$ cat config.mk
export PLATFORM = sky130hd
export DESIGN_NAME = rll27_encoder
export DESIGN_NICKNAME = d
export VERILOG_FILES = /design/src/rtl/rll27_encoder.sv
export SDC_FILE = /design/constraint.sdc
export NUM_CORES = 1
export LEC_CHECK = 0
export ABC_AREA = 1
export CAP_MARGIN = 0
export CORE_ASPECT_RATIO = 0.9
export CORE_MARGIN = 10
export CORE_UTILIZATION = 41
export CTS_CLUSTER_SIZE = 40
export DETAILED_ROUTE_END_ITERATION = 6
export GPL_TIMING_DRIVEN = 1
export PLACE_DENSITY = 0.64
export SLEW_MARGIN = 20
export SYNTH_ARGS = -nofsm -noshare
export SYNTH_HDL_FRONTEND = slang
export SYNTH_SLANG_ARGS = --single-unit
$ cat constraint.sdc
create_clock -name clk_i -period 1.8 [get_ports clk_i]
set_clock_uncertainty 0.2 [all_clocks]
set_input_delay 0.18 -clock clk_i [delete_from_list [all_inputs] [get_ports clk_i]]
set_output_delay 0.18 -clock clk_i [all_outputs]
set_load 0.05 [all_outputs]
$ cat src/rtl/rll27_encoder.sv
// rll27_encoder: streaming rate-1/2 RLL(2,7) encoder, serial NRZ data in, serial channel bits out.
// Latency: first channel bit of a word is on valid_o/line_o the cycle after the edge accepting its last data bit.
// Backpressure: ready_o drops only while a word-completing bit would collide with pending output, or a flush is pending.
//
// Ports:
//   clk_i, rst_i        rising-edge clock, asynchronous active-high reset
//   data_i, valid_i     NRZ data bit and its valid; accepted when valid_i && ready_o
//   ready_o             encoder can take data_i this cycle
//   flush_i             single-cycle end-of-stream request (pads the pending prefix with zeros)
//   line_o, valid_o     channel bit (NRZ) or NRZI line level, and its valid
//   busy_o              prefix, output bits or flush still pending
module rll27_encoder #(
  parameter logic NRZI       = 1'b0,
  parameter logic INIT_LEVEL = 1'b0
) (
  input  logic clk_i,
  input  logic rst_i,
  input  logic data_i,
  input  logic valid_i,
  output logic ready_o,
  input  logic flush_i,
  output logic line_o,
  output logic valid_o,
  output logic busy_o
);

  // Parser state = input prefix collected so far.
  typedef enum logic [2:0] {IDLE, S0, S1, S00, S01, S001} state_t;

  state_t      state_q, state_d;
  logic [7:0]  sr_q, sr_d;        // channel bits still to be presented, MSB next
  logic [3:0]  cnt_q, cnt_d;      // number of bits left in sr_q
  logic        flush_pend_q, flush_pend_d;
  logic        valid_q;
  logic        line_q, line_d;

  logic        accept;
  logic        flush_go;
  logic        cw_vld;
  logic [7:0]  cw_dat;            // codeword, left-aligned
  logic [3:0]  cw_rem;            // codeword length minus the bit presented at once
  logic        out_vld_d;
  logic        chan_bit;

  // Only prefixes that cannot complete a word may be accepted while bits are still draining.
  assign ready_o = !flush_pend_q &&
                   ((cnt_q == 4'd0) || (state_q == IDLE) || (state_q == S0));
  assign accept  = valid_i && ready_o;

  // ready_o is low while flush is pending, so no accept can coincide with the flush.
  assign flush_go = flush_pend_q && (cnt_q == 4'd0);

  assign busy_o  = (state_q != IDLE) || (cnt_q != 4'd0) || valid_q || flush_pend_q;
  assign valid_o = valid_q;
  assign line_o  = line_q;

  // Parser: next state and codeword lookup.
  always_comb begin
    state_d = state_q;
    cw_vld  = 1'b0;
    cw_dat  = 8'h00;
    cw_rem  = 4'd0;
    if (flush_go) begin
      // Pad the pending prefix with zeros until it forms a complete word.
      state_d = IDLE;
      cw_vld  = (state_q != IDLE);
      case (state_q)
        S1:      begin cw_dat = 8'b0100_0000; cw_rem = 4'd3; end  // 10
        S0, S00: begin cw_dat = 8'b0001_0000; cw_rem = 4'd5; end  // 000
        S01:     begin cw_dat = 8'b1001_0000; cw_rem = 4'd5; end  // 010
        S001:    begin cw_dat = 8'b0010_0100; cw_rem = 4'd7; end  // 0010
        default: ;
      endcase
    end else if (accept) begin
      case (state_q)
        IDLE: state_d = data_i ? S1 : S0;
        S0:   state_d = data_i ? S01 : S00;
        S1: begin
          state_d = IDLE;
          cw_vld  = 1'b1;
          cw_dat  = data_i ? 8'b1000_0000 : 8'b0100_0000;         // 11 / 10
          cw_rem  = 4'd3;
        end
        S00: begin
          if (data_i) begin
            state_d = S001;
          end else begin
            state_d = IDLE;
            cw_vld  = 1'b1;
            cw_dat  = 8'b0001_0000;                                // 000
            cw_rem  = 4'd5;
          end
        end
        S01: begin
          state_d = IDLE;
          cw_vld  = 1'b1;
          cw_dat  = data_i ? 8'b0010_0000 : 8'b1001_0000;         // 011 / 010
          cw_rem  = 4'd5;
        end
        S001: begin
          state_d = IDLE;
          cw_vld  = 1'b1;
          cw_dat  = data_i ? 8'b0000_1000 : 8'b0010_0100;         // 0011 / 0010
          cw_rem  = 4'd7;
        end
        default: state_d = IDLE;
      endcase
    end
  end

  // Output buffer: a new codeword is only produced when the buffer is empty, so its
  // first bit goes straight to the output register and the rest follow back-to-back.
  always_comb begin
    out_vld_d = 1'b0;
    chan_bit  = 1'b0;
    sr_d      = sr_q;
    cnt_d     = cnt_q;
    if (cw_vld) begin
      out_vld_d = 1'b1;
      chan_bit  = cw_dat[7];
      sr_d      = {cw_dat[6:0], 1'b0};
      cnt_d     = cw_rem;
    end else if (cnt_q != 4'd0) begin
      out_vld_d = 1'b1;
      chan_bit  = sr_q[7];
      sr_d      = {sr_q[6:0], 1'b0};
      cnt_d     = cnt_q - 4'd1;
    end
  end

  always_comb begin
    if (NRZI) begin
      line_d = line_q ^ (out_vld_d & chan_bit);   // level persists across idle gaps
    end else begin
      line_d = out_vld_d & chan_bit;
    end
  end

  // A flush request arriving on the executing edge stays pending (it then retires harmlessly in IDLE).
  assign flush_pend_d = flush_i || (flush_pend_q && !flush_go);

  always_ff @(posedge clk_i or posedge rst_i) begin
    if (rst_i) begin
      state_q      <= IDLE;
      sr_q         <= 8'h00;
      cnt_q        <= 4'd0;
      flush_pend_q <= 1'b0;
      valid_q      <= 1'b0;
      line_q       <= NRZI ? INIT_LEVEL : 1'b0;
    end else begin
      state_q      <= state_d;
      sr_q         <= sr_d;
      cnt_q        <= cnt_d;
      flush_pend_q <= flush_pend_d;
      valid_q      <= out_vld_d;
      line_q       <= line_d;
    end
  end

endmodule

==> flow_summary.ini <==
[finish]
num-fill-cells = 193
num_antenna_cells = 0
fin_nets = 164
final_common_cell = nand2_1
final_cell_mix = 28 x nand2_1, 16 x buf_4, 15 x dfrtp_1, 14 x o21ai_0, 11 x nand3_1
areaGrowthSynthToFinish_pct = 36.4
seq_area_sq_um = 375
fin_cells = 183
multiInputGateArea_sq_um = 628
drive_gt1_share_pct = 34.6

[global_route]
met2_usage_pct = 17.0
grt_pass1_vias = 920
grtUsageTotal_pct = 10.5
grt_use_met1_pct = 11.9
grt.met3_usage_pct = 4.74
grt_max_degree = 16
overflow = 0
top_usage_layer = met2
grt_first_pass_wirelength_um = 4070
antenna_found_initial = 0

[placement]
dpl_worst_slack_ns = -0.00289
gp_congestion = 0.895
hpwlAfterDp_um = 1800
port_buffers = 8
place_inst = 173

[power]
leakagePower_uw = 0.000649
vdd_drop_max_mv = 0.968
p_per_area_nw_per_um2 = 1540
finalPower_uw = 2090

[die]
chipHeight_um = 66.8
die_w_um = 72.0
initial_core_util_pct = 44.4
dieArea_sq_um = 4800
core_area_sq_um = 2240
ioPinCount = 9
fp-row-count = 16

[yosys]
ys_types = 26
syn_nets = 136
ys.flop_type = dfrtp_1
synth-warning-count = 0
avgSynthCellArea_sq_um = 7.72
ys_ff_latch = 15
synth_area_sq_um = 996
ys_async_sr_fraction_pct = 100
synth_edf_count = 0
synth_seq_area_share_pct = 37.7
synth_cells = 129

[setup_path]
criticalPathCategory = flop to output pin
r2r_end = cnt_q[1]$_DFFE_PP0P_
rr_startpoint = cnt_q[1]$_DFFE_PP0P_
r2r_setup_slack_ns = 0.07
cpPeakStageDelay_ns = 0.40
r2r_cells = 10
cp-end-kind = output pin
setup.worst_path.start_class = flop
worst_ep_required_time_ns = 1.42
critical_path_peak_fanout = 4
crit_arrival_ns = 1.39
path_cells = inv_2 -> ha_4 -> nand3_4 -> a21oi_4 -> buf_12
slowest_stage = dfrtp_1

[run_status]
status = finished clean

[drt]
ant_nets = 0
drcViolationCount = 0
drt_wl_total_um = 2580
dr.pass1.iters = 4
detailedRoute.firstIterationViolations = 65
via_count = 962
wl_per_cell_um = 14.1
vias_per_cell = 5.26

[timing]
final.period_utilization_pct = 98.3
hold_viol_final = 0
period_minus_slack_ns = 1.77
rsz0062_at_grt = true
timing.fmax_mhz = 565
finalMaxSlewViolations = 0
worst_slack_ns = 0.0303
relSlewSlack_pct = 84.0
tightest_slew_ns = 0.240
setup_viol = 0

[clock_tree]
cts_tree = built
clockRootBuffer = clkbuf_4
cts_buffers = 3
clkTransAtPathRegs_ns = 0.09
clk_latency_ns = 0.29
cts_max_level = 1
clock-sinks = 15
clk_path_buf_depth = 2

[hold_path]
holdPathEnd = flush_pend_q$_DFF_PP0_
min_path_type = input pin to flop
hold_path_startpoint = flush_i
whs_path_depth = 2

[run]
cap_violations = 0
synth_stat cells (all sizes together), types with 2 or more instances:
library cell	count	area, sq um
nand4	2	27.5
inv	15	56.3
ha	2	25.0
nand3	17	103
nand2	38	194
clkinv	2	12.5
o21ai	17	85.1
nor2	11	48.8
dfrtp	15	375
a21oi	3	15.0
nor3	2	10.0
flip-flops by register name, summed over array words and instances (netlist names):
name,count
line_o,1
cnt_q,4
flush_pend_q,1
state_q,3
sr_q,5
valid_o,1
how the worst max path moves through the flow:
stage	start	to	slack (ns)	cells after the start
2_1_floorplan	cnt_q[0]$_DFFE_PP0P_	cnt_q[1]$_DFFE_PP0P_	0.02	10
3_3_place_gp	cnt_q[1]$_DFFE_PP0P_	cnt_q[1]$_DFFE_PP0P_	0.04	9
3_5_place_dp	cnt_q[1]$_DFFE_PP0P_	cnt_q[1]$_DFFE_PP0P_	-0.003	9
4_1_cts	state_q[2]$_DFFE_PP0P_	ready_o	0.01	5
5_1_grt	cnt_q[1]$_DFFE_PP0P_	busy_o	-0.05	6
6_report	cnt_q[1]$_DFFE_PP0P_	ready_o	0.03	5
per-layer routing:
layer,part of all wire [%],routed length (um),up-vias
li1,-,-,474
met1,43,1100,446
met2,48,1240,38
met3,8.0,206,4
met4,1.1,29,0
met5,0,0,-
through the flow:
step	hold slack (ns)	instance area, sq um	utilization (%)	setup TNS (ns)
after global placement	0.285	1200	53.3	0
final	0.267	1360	60.6	0
after detailed placement	0.289	1200	53.3	-0.00289
after floorplan	-0.119	1010	-	0
after global routing	0.255	1360	60.6	-0.225
after CTS	0.255	1270	56.5	0
critical path, delay by kind of cell (launching register included):
family / cells / cell delay [ns]
buf+inv: 2 / 0.23
flops: 1 / 0.40
simple gates: 1 / 0.13
compound gates: 1 / 0.17
fa+ha+maj: 1 / 0.16
cell families (layout without fill, tap and decap cells):
group / after synthesis / count (layout) / share of synthesized area [%]
AOI/OAI and AO/OA: 22 / 22 / 11.4
and+or+nand+nor: 71 / 71 / 39.1
buffers and inverters: 18 / 45 / 8.42
DFF: 15 / 15 / 37.7
xor gates and xnor gates: 1 / 1 / 0.880
adders and majority gates: 2 / 2 / 2.51
power by group:
group / switching, uW / leakage (uW) / internal (uW) / total, uW
sequential: 90.2 / 0.000189 / 458 / 548
combinational: 824 / 0.000445 / 523 / 1350
clock: 112 / 0.0000150 / 86.3 / 198
total: 1030 / 0.000649 / 1070 / 2090
final cells by class:
class / instances / area share, %
Inverter: 17 / 5.43
Tap cell: 27 / 2.49
Sequential cell: 15 / 27.6
Timing Repair Buffer: 24 / 16.3
Multi-Input combinational cell: 96 / 46.2
Clock buffer: 4 / 1.93
repair_timing:
item / 4_1_cts / 5_1_grt
pin swaps: 0 / 6
endpoints found under the hold margin: 15 / 0
hold buffers: 1 / 0
gates cloned: 0 / 0
setup buffers: 1 / 4
endpoints found under the setup margin: 4 / 11
resized for setup: 7 / 17
No activity file was read; power rests on OpenSTA's default activity.
